===== src/rtl/ram_port_arbiter.sv =====
// Round-robin arbiter and sequencer sharing one external RAM port between
// the filter core (requester 0) and the load/readback engine (requester 1).
module ram_port_arbiter #(
    parameter int ADDR_W = 32,
    parameter int DATA_W = 8,
    parameter int RD_LAT = 1
) (
    input  logic              clk,
    input  logic              rst_n,
    input  logic              req0,
    input  logic              req1,
    input  logic              we0,
    input  logic              we1,
    input  logic [ADDR_W-1:0] addr0,
    input  logic [ADDR_W-1:0] addr1,
    input  logic [DATA_W-1:0] wdata0,
    input  logic [DATA_W-1:0] wdata1,
    output logic              ack0,
    output logic              ack1,
    output logic [DATA_W-1:0] rdata0,
    output logic [DATA_W-1:0] rdata1,
    output logic              mem_RE_RAM,
    output logic              mem_WE_RAM,
    output logic [ADDR_W-1:0] Data_Dir_RAM,
    output logic [DATA_W-1:0] Data_RAM,
    input  logic [DATA_W-1:0] Data_in_RAM,
    output logic              busy,
    output logic              owner
);

    typedef enum logic [1:0] {
        S_IDLE,
        S_ISSUE,
        S_WAIT,
        S_DONE
    } state_t;

    state_t              state_q, state_d;
    logic [1:0]          cnt_q, cnt_d;
    logic                owner_q, owner_d;
    logic                tx_we_q, tx_we_d;
    logic                re_q, re_d;
    logic                wes_q, wes_d;
    logic [ADDR_W-1:0]   dir_q, dir_d;
    logic [DATA_W-1:0]   dout_q, dout_d;
    logic                ack0_q, ack0_d;
    logic                ack1_q, ack1_d;
    logic [DATA_W-1:0]   rdata0_q, rdata0_d;
    logic [DATA_W-1:0]   rdata1_q, rdata1_d;
    logic                busy_q, busy_d;
    logic                win;

    always_comb begin
        state_d  = state_q;
        cnt_d    = cnt_q;
        owner_d  = owner_q;
        tx_we_d  = tx_we_q;
        re_d     = 1'b0;
        wes_d    = 1'b0;
        dir_d    = dir_q;
        dout_d   = dout_q;
        ack0_d   = 1'b0;
        ack1_d   = 1'b0;
        rdata0_d = rdata0_q;
        rdata1_d = rdata1_q;
        win      = (req0 && req1) ? ~owner_q : req1;

        unique case (state_q)
            S_IDLE: begin
                // Strobes are registered, so they are launched on the grant edge
                // and are therefore high throughout the ISSUE cycle.
                if (req0 || req1) begin
                    owner_d = win;
                    tx_we_d = win ? we1 : we0;
                    dir_d   = win ? addr1 : addr0;
                    if (win ? we1 : we0) begin
                        dout_d = win ? wdata1 : wdata0;
                        wes_d  = 1'b1;
                    end else begin
                        re_d = 1'b1;
                    end
                    state_d = S_ISSUE;
                end
            end
            S_ISSUE: begin
                if (tx_we_q) begin
                    state_d = S_DONE;
                    ack0_d  = ~owner_q;
                    ack1_d  = owner_q;
                end else begin
                    state_d = S_WAIT;
                    cnt_d   = 2'(RD_LAT - 1);
                end
            end
            S_WAIT: begin
                if (cnt_q == '0) begin
                    if (owner_q) begin
                        rdata1_d = Data_in_RAM;
                    end else begin
                        rdata0_d = Data_in_RAM;
                    end
                    state_d = S_DONE;
                    ack0_d  = ~owner_q;
                    ack1_d  = owner_q;
                end else begin
                    cnt_d = cnt_q - 2'd1;
                end
            end
            S_DONE: begin
                state_d = S_IDLE;
            end
            default: begin
                state_d = S_IDLE;
            end
        endcase

        busy_d = (state_d != S_IDLE);
    end

    always_ff @(posedge clk or negedge rst_n) begin
        if (!rst_n) begin
            state_q  <= S_IDLE;
            cnt_q    <= '0;
            owner_q  <= 1'b1;
            tx_we_q  <= 1'b0;
            re_q     <= 1'b0;
            wes_q    <= 1'b0;
            dir_q    <= '0;
            dout_q   <= '0;
            ack0_q   <= 1'b0;
            ack1_q   <= 1'b0;
            rdata0_q <= '0;
            rdata1_q <= '0;
            busy_q   <= 1'b0;
        end else begin
            state_q  <= state_d;
            cnt_q    <= cnt_d;
            owner_q  <= owner_d;
            tx_we_q  <= tx_we_d;
            re_q     <= re_d;
            wes_q    <= wes_d;
            dir_q    <= dir_d;
            dout_q   <= dout_d;
            ack0_q   <= ack0_d;
            ack1_q   <= ack1_d;
            rdata0_q <= rdata0_d;
            rdata1_q <= rdata1_d;
            busy_q   <= busy_d;
        end
    end

    assign ack0         = ack0_q;
    assign ack1         = ack1_q;
    assign rdata0       = rdata0_q;
    assign rdata1       = rdata1_q;
    assign mem_RE_RAM   = re_q;
    assign mem_WE_RAM   = wes_q;
    assign Data_Dir_RAM = dir_q;
    assign Data_RAM     = dout_q;
    assign busy         = busy_q;
    assign owner        = owner_q;

endmodule


===== config.mk =====
export PLATFORM = sky130hd
export DESIGN_NAME = ram_port_arbiter
export DESIGN_NICKNAME = d
export VERILOG_FILES = /design/src/rtl/ram_port_arbiter.sv
export SDC_FILE = /design/constraint.sdc
export NUM_CORES = 1
export LEC_CHECK = 0
export BUFFER_PORTS_ARGS = -buffer_cell sky130_fd_sc_hd__buf_2
export CAP_MARGIN = 40
export CORE_MARGIN = 8
export CORE_UTILIZATION = 49
export DETAILED_ROUTE_END_ITERATION = 8
export GPL_ROUTABILITY_DRIVEN = 1
export HOLD_SLACK_MARGIN = 0.1
export PLACE_DENSITY = 0.91
export REMOVE_ABC_BUFFERS = 1
export SLEW_MARGIN = 20
export SYNTH_ARGS = -nofsm -noshare
export SYNTH_HDL_FRONTEND = slang
export SYNTH_SLANG_ARGS = --single-unit
export TNS_END_PERCENT = 10

===== constraint.sdc =====
create_clock -name clk -period 4.4 [get_ports clk]
set_clock_uncertainty 0.2 [all_clocks]
set_input_delay 0.88 -clock clk [delete_from_list [all_inputs] [get_ports clk]]
set_output_delay 0.88 -clock clk [all_outputs]
set_load 0.01 [all_outputs]

==> out/qor.yml, run 1 <==
status: "finished clean"
slew_violations: 0
whs_endpoint: "Data_Dir_RAM[16]"
cts_setup_buffers: 0
post-place-ws_ns: 1.40
hold_viol: 0
r2r_cells: 5
period_minus_slack_ns: 2.28
die_w_um: 94.1
clk_pin_slew_ns: 0.07
comb_power_share_pct: 42.5
via_count: 2439
antenna_found_initial: 0
first_pass_iters: 4
drc_errors: 0
drt-vias-per-instance: 5.01
hold_buffers: 0
dr.first_iter.drc_count: 60
io_buffers: 155
yosysSeqAreaShare_pct: 56.1
synth_cells: 249
r2r_start: "state_q[0]"
cts_tree: "done"
cts-root-buf: "clkbuf_8"
holdCritStartpoint: "Data_Dir_RAM[16]"
critical_path.max_stage_delay_ns: 0.34
setup_slack_ns: 2.12
rows: 28
critPathKind: "in2reg"
drive_gt1_share_pct: 51.9
required_ns: 4.37
initial_core_util_pct: 50.5
cts.sinks: 67
tightest_slew_ns: 0.719
die_h_um: 94.1
grt_pass1_wl_um: 12700
power.switching_mw: 1.03
grt_setup_unrepaired: "no"
synth_seq_cells: 67
start_kind: "primary input"
synthToLayoutAreaGrowth_pct: 35.3
leakage_nw: 2.12
nets: 505
avgSynthCellArea_um2: 12.0
crit_slowest_cell: "buf_4"
finalSetupViolCount: 0
cts_buffers: 9
synth.cell_area_mm2: 0.00299
reg2reg_slack_ns: 2.40
grt_max_degree: 35
pwr-share-clk_pct: 18.0
ant_nets: 0
cellPowerDensity_mw_per_mm2: 682
first_global_vias: 2662
critPathMaxFanout: 20
grt_usage_pct: 18.5
internal-power_mw: 1.73
cts_resized: 0
synth.distinct_cells: 24
path_cells: "buf_2 -> a21boi_4 -> buf_16 -> buf_4 -> mux2i_1 -> o21ai_0"
place_area_mm2: 0.00383
ir_drop_mv: 0.344
core_mm2: 0.00592
ioPinCount: 156
max_freq_ghz: 0.438
r2r_end: "Data_Dir_RAM[20]"
slew_headroom_pct: 51.9
maxCapViolations: 0
gp_congestion: 0.821
avgRoutedWirePerCell_um: 16.8
swShare_pct: 37.3
clk_path_buf_depth: 2
diodes: 0
clkLatencyLatePin_ns: 0.33
p_seq_share_pct: 39.5
whs_path_depth: 2
end_kind: "register"
synth_warnings: 0
grt_overflow: 0
hp-class: "reg2reg"
wl_um: 8170
ctsHtreeMaxLevel: 3
dieArea_mm2: 0.00886
worstPathArrival_ns: 2.25
final_cell_area_mm2: 0.00405
hpwl_um: 6570
fillers: 445
period_share_pct: 51.9
stage by stage:
stage | hold slack, ns | utilization [%] | TNS, ns | total power, mW | std cells
floorplan | 0.250 | - | -10.09 | 1.76 | 236
global placement | 0.258 | 64.2 | 0 | 2.20 | 469
detailed placement | 0.265 | 64.6 | 0 | 2.29 | 470
CTS | 0.282 | 67.9 | 0 | 2.79 | 486
global route | 0.313 | 68.4 | 0 | 2.98 | 487
finish | 0.276 | 68.4 | 0 | 2.76 | 487
cells by family (layout without fill, tap and decap cells):
logic type / Yosys count / after routing / share of synthesized area (%)
AO/OA/AOI/OAI: 45 / 45 / 8.57
adder cells (fa/ha/maj): 4 / 4 / 1.67
AND/OR/NAND/NOR: 48 / 48 / 6.48
multiplexers: 65 / 65 / 23.1
buffers and inverters: 20 / 183 / 4.06
flip-flops: 67 / 67 / 56.1
worst max-delay path by stage:
stage	startpoint	to	slack [ns]	cells after the start
after global routing	req1	tx_we_q	2.00	7
final	req1	Data_Dir_RAM[7]	2.12	6
after CTS	req1	Data_Dir_RAM[7]	1.78	5
after floorplan	req1	Data_Dir_RAM[0]	-0.33	2
after global placement	req1	tx_we_q	1.51	6
after detailed placement	req1	Data_Dir_RAM[7]	1.40	5
cell usage in the layout, fill, tap and decap left out, types with 2 or more instances in the layout:
master    count
buf_2       155
dfrtp_1      66
nand2_1      38
mux2_2       33
mux2i_1      32
o21ai_0      30
clkbuf_8     10
inv_1         7
o21ai_1       6
nor2_1        4
ha_1          4
a21oi_1       3
clkinv_2      3
buf_4         3
a22oi_1       2
o21ai_4       2
nand3_1       2
buf_16        2
registers in the layout (all words and copies together), names as in the netlist:
name          count
cnt_q             2
busy              1
tx_we_q           1
Data_RAM          8
mem_RE_RAM        1
ack1              1
mem_WE_RAM        1
rdata0            8
Data_Dir_RAM     32
state_q           2
owner             1
rdata1            8
ack0              1
cell type report:
class	count	area [um2]	area share [%]
Multi-Input combinational cell	162	1200	29.7
Sequential cell	67	1680	41.4
Inverter	7	26.3	0.649
Clock inverter	5	52.6	1.30
Tap cell	75	93.8	2.32
Clock buffer	11	141	3.49
Timing Repair Buffer	160	853	21.1
routing by layer:
layer | global-route usage (%) | vias up | wire length, um
li1 | - | 1178 | -
met1 | 19.6 | 1138 | 3050
met2 | 33.3 | 112 | 4230
met3 | 6.47 | 11 | 761
met4 | 6.34 | 0 | 128
met5 | 0 | - | 0
Yosys cell counts:
| library cell | count | share of area [%] |
|---|---|---|
| mux2_2 | 33 | 12 |
| buf_6 | 1 | 0.38 |
| inv_1 | 7 | 0.88 |
| nor2_1 | 4 | 0.50 |
| mux2i_1 | 32 | 11 |
| a21boi_4 | 1 | 0.63 |
| dfrtp_1 | 66 | 55 |
| o21ai_1 | 6 | 1.0 |
| buf_8 | 3 | 1.5 |
| ha_1 | 4 | 1.7 |
| nor2b_1 | 1 | 0.21 |
| nor3_1 | 1 | 0.17 |
| a31oi_1 | 1 | 0.21 |
| a21oi_1 | 3 | 0.50 |
| a22oi_1 | 2 | 0.50 |
| nand3_1 | 2 | 0.33 |
| clkbuf_1 | 5 | 0.63 |
| o21ai_4 | 1 | 0.54 |
| o21ai_0 | 31 | 5.2 |
| nand2_1 | 38 | 4.8 |
| buf_2 | 4 | 0.67 |
| or2_2 | 1 | 0.21 |
| and2_4 | 1 | 0.29 |
| dfstp_2 | 1 | 0.88 |
power by group through the flow:
stage | clock network (mW) | registers (mW) | logic, mW
after floorplan | 0 | 1.21 | 0.545
after global placement | 0 | 1.08 | 1.12
after detailed placement | 0 | 1.10 | 1.19
after CTS | 0.509 | 1.09 | 1.19
after global routing | 0.539 | 1.13 | 1.31
final | 0.496 | 1.09 | 1.17
critical path, delay by kind of cell:
family / cells / cell delay (ns)
buf+inv: 3 / 0.70
mux: 1 / 0.22
compound gates: 2 / 0.43
Power figures use the tool's default switching activity.
==> run 2: changes to the inputs <==
ABC_AREA = 1   (was unset)
CORE_UTILIZATION = 41   (was 49)
PLACE_DENSITY = 0.81   (was 0.91)
clock period = 2.05 ns   (was 4.4 ns; I/O delays follow)
==> out/qor.yml, run 2 <==
status: "finished clean"  # unchanged
synth_warnings: 0  # unchanged
first_pass_iters: 4  # unchanged
synthSimpleGateAreaFrac_pct: 23.7  # was 6.48%
wl_um: 8790  # was 8170 um
end_kind: "register"  # unchanged
ys.flop_type: "dfrtp_1"  # unchanged
dieArea_mm2: 0.0107  # was 0.00886 mm2
cts_setup_buffers: 0  # unchanged
yosysSeqAreaShare_pct: 53.4  # was 56.1%
synth_adder_area_share_pct: 1.59  # was 1.67%
initial_core_util_pct: 41.6  # was 50.5%
grt_overflow: 0  # unchanged
cellPowerDensity_mw_per_mm2: 1460  # was 682 mW/mm2
crit_slowest_cell: "dfrtp_1"  # was buf_4
most-common-layout-cells: "159 x nand2_1, 155 x buf_2, 66 x dfrtp_1, 53 x inv_1, 32 x o211ai_1"  # was 155 x buf_2, 66 x dfrtp_1, 38 x nand2_1, 33 x mux2_2, 32 x mux2i_1
drt-vias-per-instance: 4.57  # was 5.01
largest_reg_flops: 32  # unchanged
die_h_um: 104  # was 94.1 um
met1_length_um: 4030  # was 3050 um
io_buffers: 155  # unchanged
rows: 32  # was 28
drc_errors: 0  # unchanged
netlist.area_leader.share_pct: 52.5  # was 55.2%
grt_usage_pct: 16.9  # was 18.5%
synth_seq_cells: 67  # unchanged
ir_drop_mv: 0.549  # was 0.344 mV
place_area_mm2: 0.00404  # was 0.00383 mm2
critPathBufInv: 2  # was 3
hp-class: "in2reg"  # was reg2reg
wl_met2_um: 4100  # was 4230 um
required_ns: 2.07  # was 4.37 ns
diodes: 0  # unchanged
synth_edf_count: 0  # unchanged
core_mm2: 0.00757  # was 0.00592 mm2
start_kind: "register"  # was primary input
report.power.total_mw: 6.26  # was 2.76 mW
hpwl_um: 6800  # was 6570 um
grt_pass1_wl_um: 15100  # was 12700 um
max_freq_ghz: 0.540
grt_max_degree: 68  # was 35
grt_setup_unrepaired: "yes"  # was no
final_cell_area_mm2: 0.00429  # was 0.00405 mm2
finalSetupViolCount: 0  # unchanged
via_count: 2970  # was 2439
avgSynthCellArea_um2: 8.12  # was 12.0 um2
routed-wl-met3_um: 553  # was 761 um
ant_nets: 0  # unchanged
synthToLayoutAreaGrowth_pct: 36.4  # was 35.3%
maxCapViolations: 0  # unchanged
layout_commonest_cell: "nand2_1"  # was buf_2
period_minus_slack_ns: 1.85
synth_top_family_by_area: "simple AND/OR/NAND/NOR gates"  # was multiplexers
muxShareOfSynthArea_pct: 0  # was 23.1%
critical_path.max_stage_delay_ns: 0.41  # was 0.34 ns
period_share_pct: 90.3
synth.area.top_cells: "dfrtp_1 53%, nand2_1 19%, o211ai_1 7.6%"  # was dfrtp_1 55%, mux2_2 12%, mux2i_1 11%
tightest_slew_ns: 0.473  # was 0.719 ns
clk_path_buf_depth: 2  # unchanged
leakage_nw: 2.56  # was 2.12 nW
multi_input_area_mm2: 0.00116  # was 0.00120 mm2
first_global_vias: 3200  # was 2662
worstPathArrival_ns: 1.87  # was 2.25 ns
nets: 641  # was 505
ioPinCount: 156  # unchanged
fin_tns_setup_ns: 0  # unchanged
clkLatencyLatePin_ns: 0.33  # about the same
ctsHtreeMaxLevel: 3  # unchanged
fillers: 683  # was 445
cts-root-buf: "clkbuf_8"  # unchanged
dr.first_iter.drc_count: 83  # was 60
synth-compound-area-share_pct: 11.5  # was 8.57%
gp_congestion: 0.791  # was 0.821
synth.distinct_cells: 17  # was 24
cpLargestDelayFamily: "simple AND/OR/NAND/NOR gates"  # was buffers and inverters
synth_most_common_cell: "nand2_1"  # was dfrtp_1
path_cells: "inv_1 -> ha_1 -> inv_1 -> nor2_4 -> nand3_2 -> nand2_1 -> nand2_1"  # was buf_2 -> a21boi_4 -> buf_16 -> buf_4 -> mux2i_1 -> o21ai_0
avgRoutedWirePerCell_um: 13.5  # was 16.8 um
synthTopCellsByCount: "160 x nand2_1, 66 x dfrtp_1, 53 x inv_1"  # was 66 x dfrtp_1, 38 x nand2_1, 33 x mux2_2
slew_violations: 0  # unchanged
hold_viol: 0  # unchanged
critPathMaxFanout: 14  # was 20
slew_headroom_pct: 68.4  # was 51.9%
cts_tree: "done"  # unchanged
synthXorXnorAreaFrac_pct: 0  # unchanged
cts_resized: 0  # unchanged
cts.sinks: 67  # unchanged
drive_gt1_share_pct: 33.8  # was 51.9%
regArea_mm2: 0.00168  # unchanged
synth_top_cell_by_area: "dfrtp_1"  # unchanged
synth_cells: 387  # was 249
antenna_found_initial: 0  # unchanged
clk_pin_slew_ns: 0.08  # was 0.07 ns
critPathKind: "reg2reg"  # was in2reg
synthArstFlopShare_pct: 100  # unchanged
die_w_um: 104  # was 94.1 um
cts_buffers: 9  # unchanged
top_layer: "met4"  # unchanged
synth.cell_area_mm2: 0.00314  # was 0.00299 mm2
==> run 2: report_power, final <==
group | switching [mW] | total [mW] | internal, mW
Clock | 0.490 | 1.29 | 0.805
Combinational | 1.57 | 2.62 | 1.04
Sequential | 0.361 | 2.35 | 1.99
==> run 2: metal layers <==
metal	global-route usage, %	vias to the layer above
li1	-	1526
met4	5.98	0
met2	27.5	104
met3	5.39	9
met5	0	-
met1	20.6	1331
==> run 2: worst register-to-register path, cell delays in order (launching register included) <==
cell	delay (ns)
dfrtp_1	0.41
inv_1	0.10
ha_1	0.17
inv_1	0.09
nor2_4	0.30
nand3_2	0.28
nand2_1	0.14
nand2_1	0.06
==> run 2: timing repair <==
action,in CTS,in global routing
endpoints found under the hold margin,66,0
hold buffers,1,0
setup endpoints to repair,0,4
==> run 2: per-stage QoR <==
| stage | hold slack (ns) | worst slack (ns) | std cells | utilization [%] |
|---|---|---|---|---|
| after floorplan | -0.0856 | -0.701 | 368 | - |
| after global placement | 0.250 | 0.278 | 633 | 53.4 |
| after detailed placement | 0.256 | 0.180 | 633 | 53.4 |
| after CTS | 0.106 | 0.150 | 650 | 56.7 |
| after global routing | 0.111 | -0.00820 | 650 | 56.7 |
| final | 0.123 | 0.199 | 650 | 56.7 |
==> run 2: path summary, 6_finish.rpt <==
| check | from | to | slack [ns] | cells past startpoint |
|---|---|---|---|---|
| worst max-delay path | state_q[0] | Data_RAM[3] | 0.20 | 7 |
| worst min register to register | Data_RAM[7] | Data_RAM[7] | 0.28 | 2 |
| min in group asynchronous | rst_n | Data_Dir_RAM[20] | 0.44 | 3 |
| worst max register to register | state_q[0] | Data_RAM[3] | 0.20 | 7 |
| max in group asynchronous | rst_n | owner | 0.91 | 3 |
| worst min-delay path | addr1[0] | Data_Dir_RAM[0] | 0.12 | 3 |
==> run 2: layout make-up <==
type | instances | share of cell area (%)
flip-flops and latches | 67 | 39.1
well taps | 102 | 2.98
inverters | 54 | 4.73
clock inverters | 7 | 2.71
repair buffers | 164 | 20.6
clock buffers | 9 | 2.89
multi-input cells | 247 | 27.0
==> run 2: kinds of logic after synthesis <==
logic type,count (synthesis)
and+or+nand+nor,187
DFF,67
AOI/OAI and AO/OA,56
adders and majority gates,4
buffers and inverters,73
==> run 3: changes to the inputs <==
PLACE_DENSITY = 0.75   (was 0.81)
RECOVER_POWER = 100   (was unset)
==> out/qor.yml, run 3 (synthesis gave the netlist of run 2 again) <==
status: "finished clean"  # unchanged
swShare_pct: 41.5  # was 38.7%
critPathMaxFanout: 17  # was 14
initial_core_util_pct: 41.6  # unchanged
leakage_nw: 2.36  # was 2.56 nW
synthToLayoutAreaGrowth_pct: 33.6  # was 36.4%
io_buffers: 155  # unchanged
clkLatencyLatePin_ns: 0.33  # about the same
nets: 645  # was 641
met2_usage_pct: 26.0  # was 27.5%
slew_headroom_pct: 30.3  # was 68.4%
drive_gt1_share_pct: 22.1  # was 33.8%
ir_drop_mv: 0.536  # was 0.549 mV
slew_violations: 0  # unchanged
gp_congestion: 0.807  # was 0.791
internal-power_mw: 3.45  # was 3.84 mW
cts.sinks: 67  # unchanged
top_usage_layer: "met2"  # unchanged
grt.met1_usage_pct: 20.5  # was 20.6%
ioPinCount: 156  # unchanged
grt_use_met3_pct: 6.13  # was 5.39%
dr.first_iter.drc_count: 80  # was 83
via_count: 3027  # was 2970
p_seq_share_pct: 40.1  # was 37.5%
final_cell_area_mm2: 0.00420  # was 0.00429 mm2
grt_max_degree: 48  # was 68
grt_usage_pct: 17.0  # was 16.9%
required_ns: 2.07  # about the same
die_h_um: 104  # unchanged
largest_reg_flops: 32  # unchanged
period_share_pct: 89.9  # was 90.3%
worstPathArrival_ns: 1.86  # was 1.87 ns
diodes: 0  # unchanged
cts_setup_buffers: 0  # unchanged
comb_power_share_pct: 41.2  # was 41.8%
whs_path_depth: 3  # unchanged
reg2reg_slack_ns: 0.21  # was 0.20 ns
first_global_vias: 3151  # was 3200
finalSetupViolCount: 0  # unchanged
maxCapViolations: 0  # unchanged
die_w_um: 104  # unchanged
power.switching_mw: 2.45  # was 2.42 mW
tightest_slew_ns: 1.05  # was 0.473 ns
clk_path_buf_depth: 2  # unchanged
grt_overflow: 0  # unchanged
r2r_cells: 6  # was 7
drc_errors: 0  # unchanged
grt_pass1_wl_um: 15000  # was 15100 um
whs_endpoint: "Data_Dir_RAM[4]"  # was Data_Dir_RAM[0]
period_minus_slack_ns: 1.84  # was 1.85 ns
clk_pin_slew_ns: 0.08  # about the same
grt_setup_unrepaired: "no"  # was yes
core_mm2: 0.00757  # unchanged
dieArea_mm2: 0.0107  # unchanged
wl_um: 8840  # was 8790 um
start_kind: "register"  # unchanged
cellPowerDensity_mw_per_mm2: 1400  # was 1460 mW/mm2
ant_nets: 0  # unchanged
hpwl_um: 6910  # was 6800 um
critPathKind: "reg2reg"  # unchanged
avgRoutedWirePerCell_um: 13.5  # about the same
hold_viol: 0  # unchanged
hp-class: "in2reg"  # unchanged
drt-vias-per-instance: 4.63  # was 4.57
rows: 32  # unchanged
first_pass_iters: 4  # unchanged
holdCritStartpoint: "addr1[4]"  # was addr1[0]
layout_commonest_cell: "nand2_1"  # unchanged
place_area_mm2: 0.00404  # unchanged
cts-root-buf: "clkbuf_8"  # unchanged
cts_tree: "done"  # unchanged
report.power.total_mw: 5.89  # was 6.26 mW
end_kind: "register"  # unchanged
max_freq_ghz: 0.543  # was 0.540 GHz
antenna_found_initial: 1  # was 0
ctsHtreeMaxLevel: 3  # unchanged
r2r_start: "owner"  # was state_q[0]
r2r_end: "Data_Dir_RAM[28]"  # was Data_RAM[3]
cts_buffers: 9  # unchanged
most-common-layout-cells: "159 x nand2_1, 93 x buf_2, 66 x dfrtp_1, 62 x clkbuf_1, 54 x inv_1"  # was 159 x nand2_1, 155 x buf_2, 66 x dfrtp_1, 53 x inv_1, 32 x o211ai_1
pwr-share-clk_pct: 18.7  # was 20.7%
run 3: cell count changes in the layout (fill, tap and decap cells not counted), sizes merged:
cell,before,now
dlygate4sd3,1,5
clkbuf,9,75
inv,54,55
clkinv,3,2
buf,163,98
clkinvlp,1,2
bufinv,3,1
run 3: worst max path at each step:
stage	from	endpoint	slack, ns
5_1_grt	owner	Data_Dir_RAM[23]	0.05
3_5_place_dp	state_q[0]	rdata0[0]	0.26
4_1_cts	state_q[0]	rdata0[0]	0.25
2_1_floorplan	owner	tx_we_q	-0.70
6_report	owner	Data_Dir_RAM[28]	0.21
3_3_place_gp	state_q[0]	rdata1[0]	0.35
run 3: power groups by stage:
stage | registers [mW] | logic, mW | clock network (mW)
6_report | 2.37 | 2.43 | 1.10
5_1_grt | 2.45 | 2.78 | 1.20
4_1_cts | 2.35 | 2.66 | 1.14
3_5_place_dp | 2.34 | 2.66 | 0
3_3_place_gp | 2.34 | 2.56 | 0
2_1_floorplan | 2.61 | 1.17 | 0
run 3: layout make-up:
type | count | area [um2]
clock inverters | 6 | 63.8
well taps | 102 | 128
inverters | 54 | 203
repair buffers | 168 | 835
fillers | 728 | 3370
flip-flops and latches | 67 | 1680
multi-input cells | 247 | 1160
clock buffers | 10 | 138
run 3: worst max-delay path, stage by stage (launching register included):
cell and delay, ns:
dfstp_2 0.59, nand2_1 0.09, nand2_2 0.23, clkbuf_2 0.36, nand2_1 0.09, o211ai_1 0.10, nand2_1 0.07
run 3: metal layers:
metal | share of wire, % | up-vias
met3 | 7.9 | 14
met1 | 46 | 1354
li1 | - | 1533
met2 | 44 | 124
met5 | 0.090 | -
met4 | 1.5 | 2
run 3: what timing repair did:
item / CTS / global route
hold endpoints to repair: 18 / 0
gates resized for setup: 0 / 0
hold buffers: 5 / 0
run 3: stage by stage:
stage / utilization [%] / hold WS (ns) / cells / setup TNS [ns] / setup slack [ns]
6_report: 55.5 / 0.123 / 654 / 0 / 0.207
5_1_grt: 55.5 / 0.114 / 654 / 0 / 0.0498
4_1_cts: 56.7 / 0.100 / 654 / 0 / 0.247
3_5_place_dp: 53.4 / 0.183 / 633 / 0 / 0.260
3_3_place_gp: 53.4 / 0.178 / 633 / 0 / 0.350
2_1_floorplan: - / -0.0856 / 368 / -24.90 / -0.701
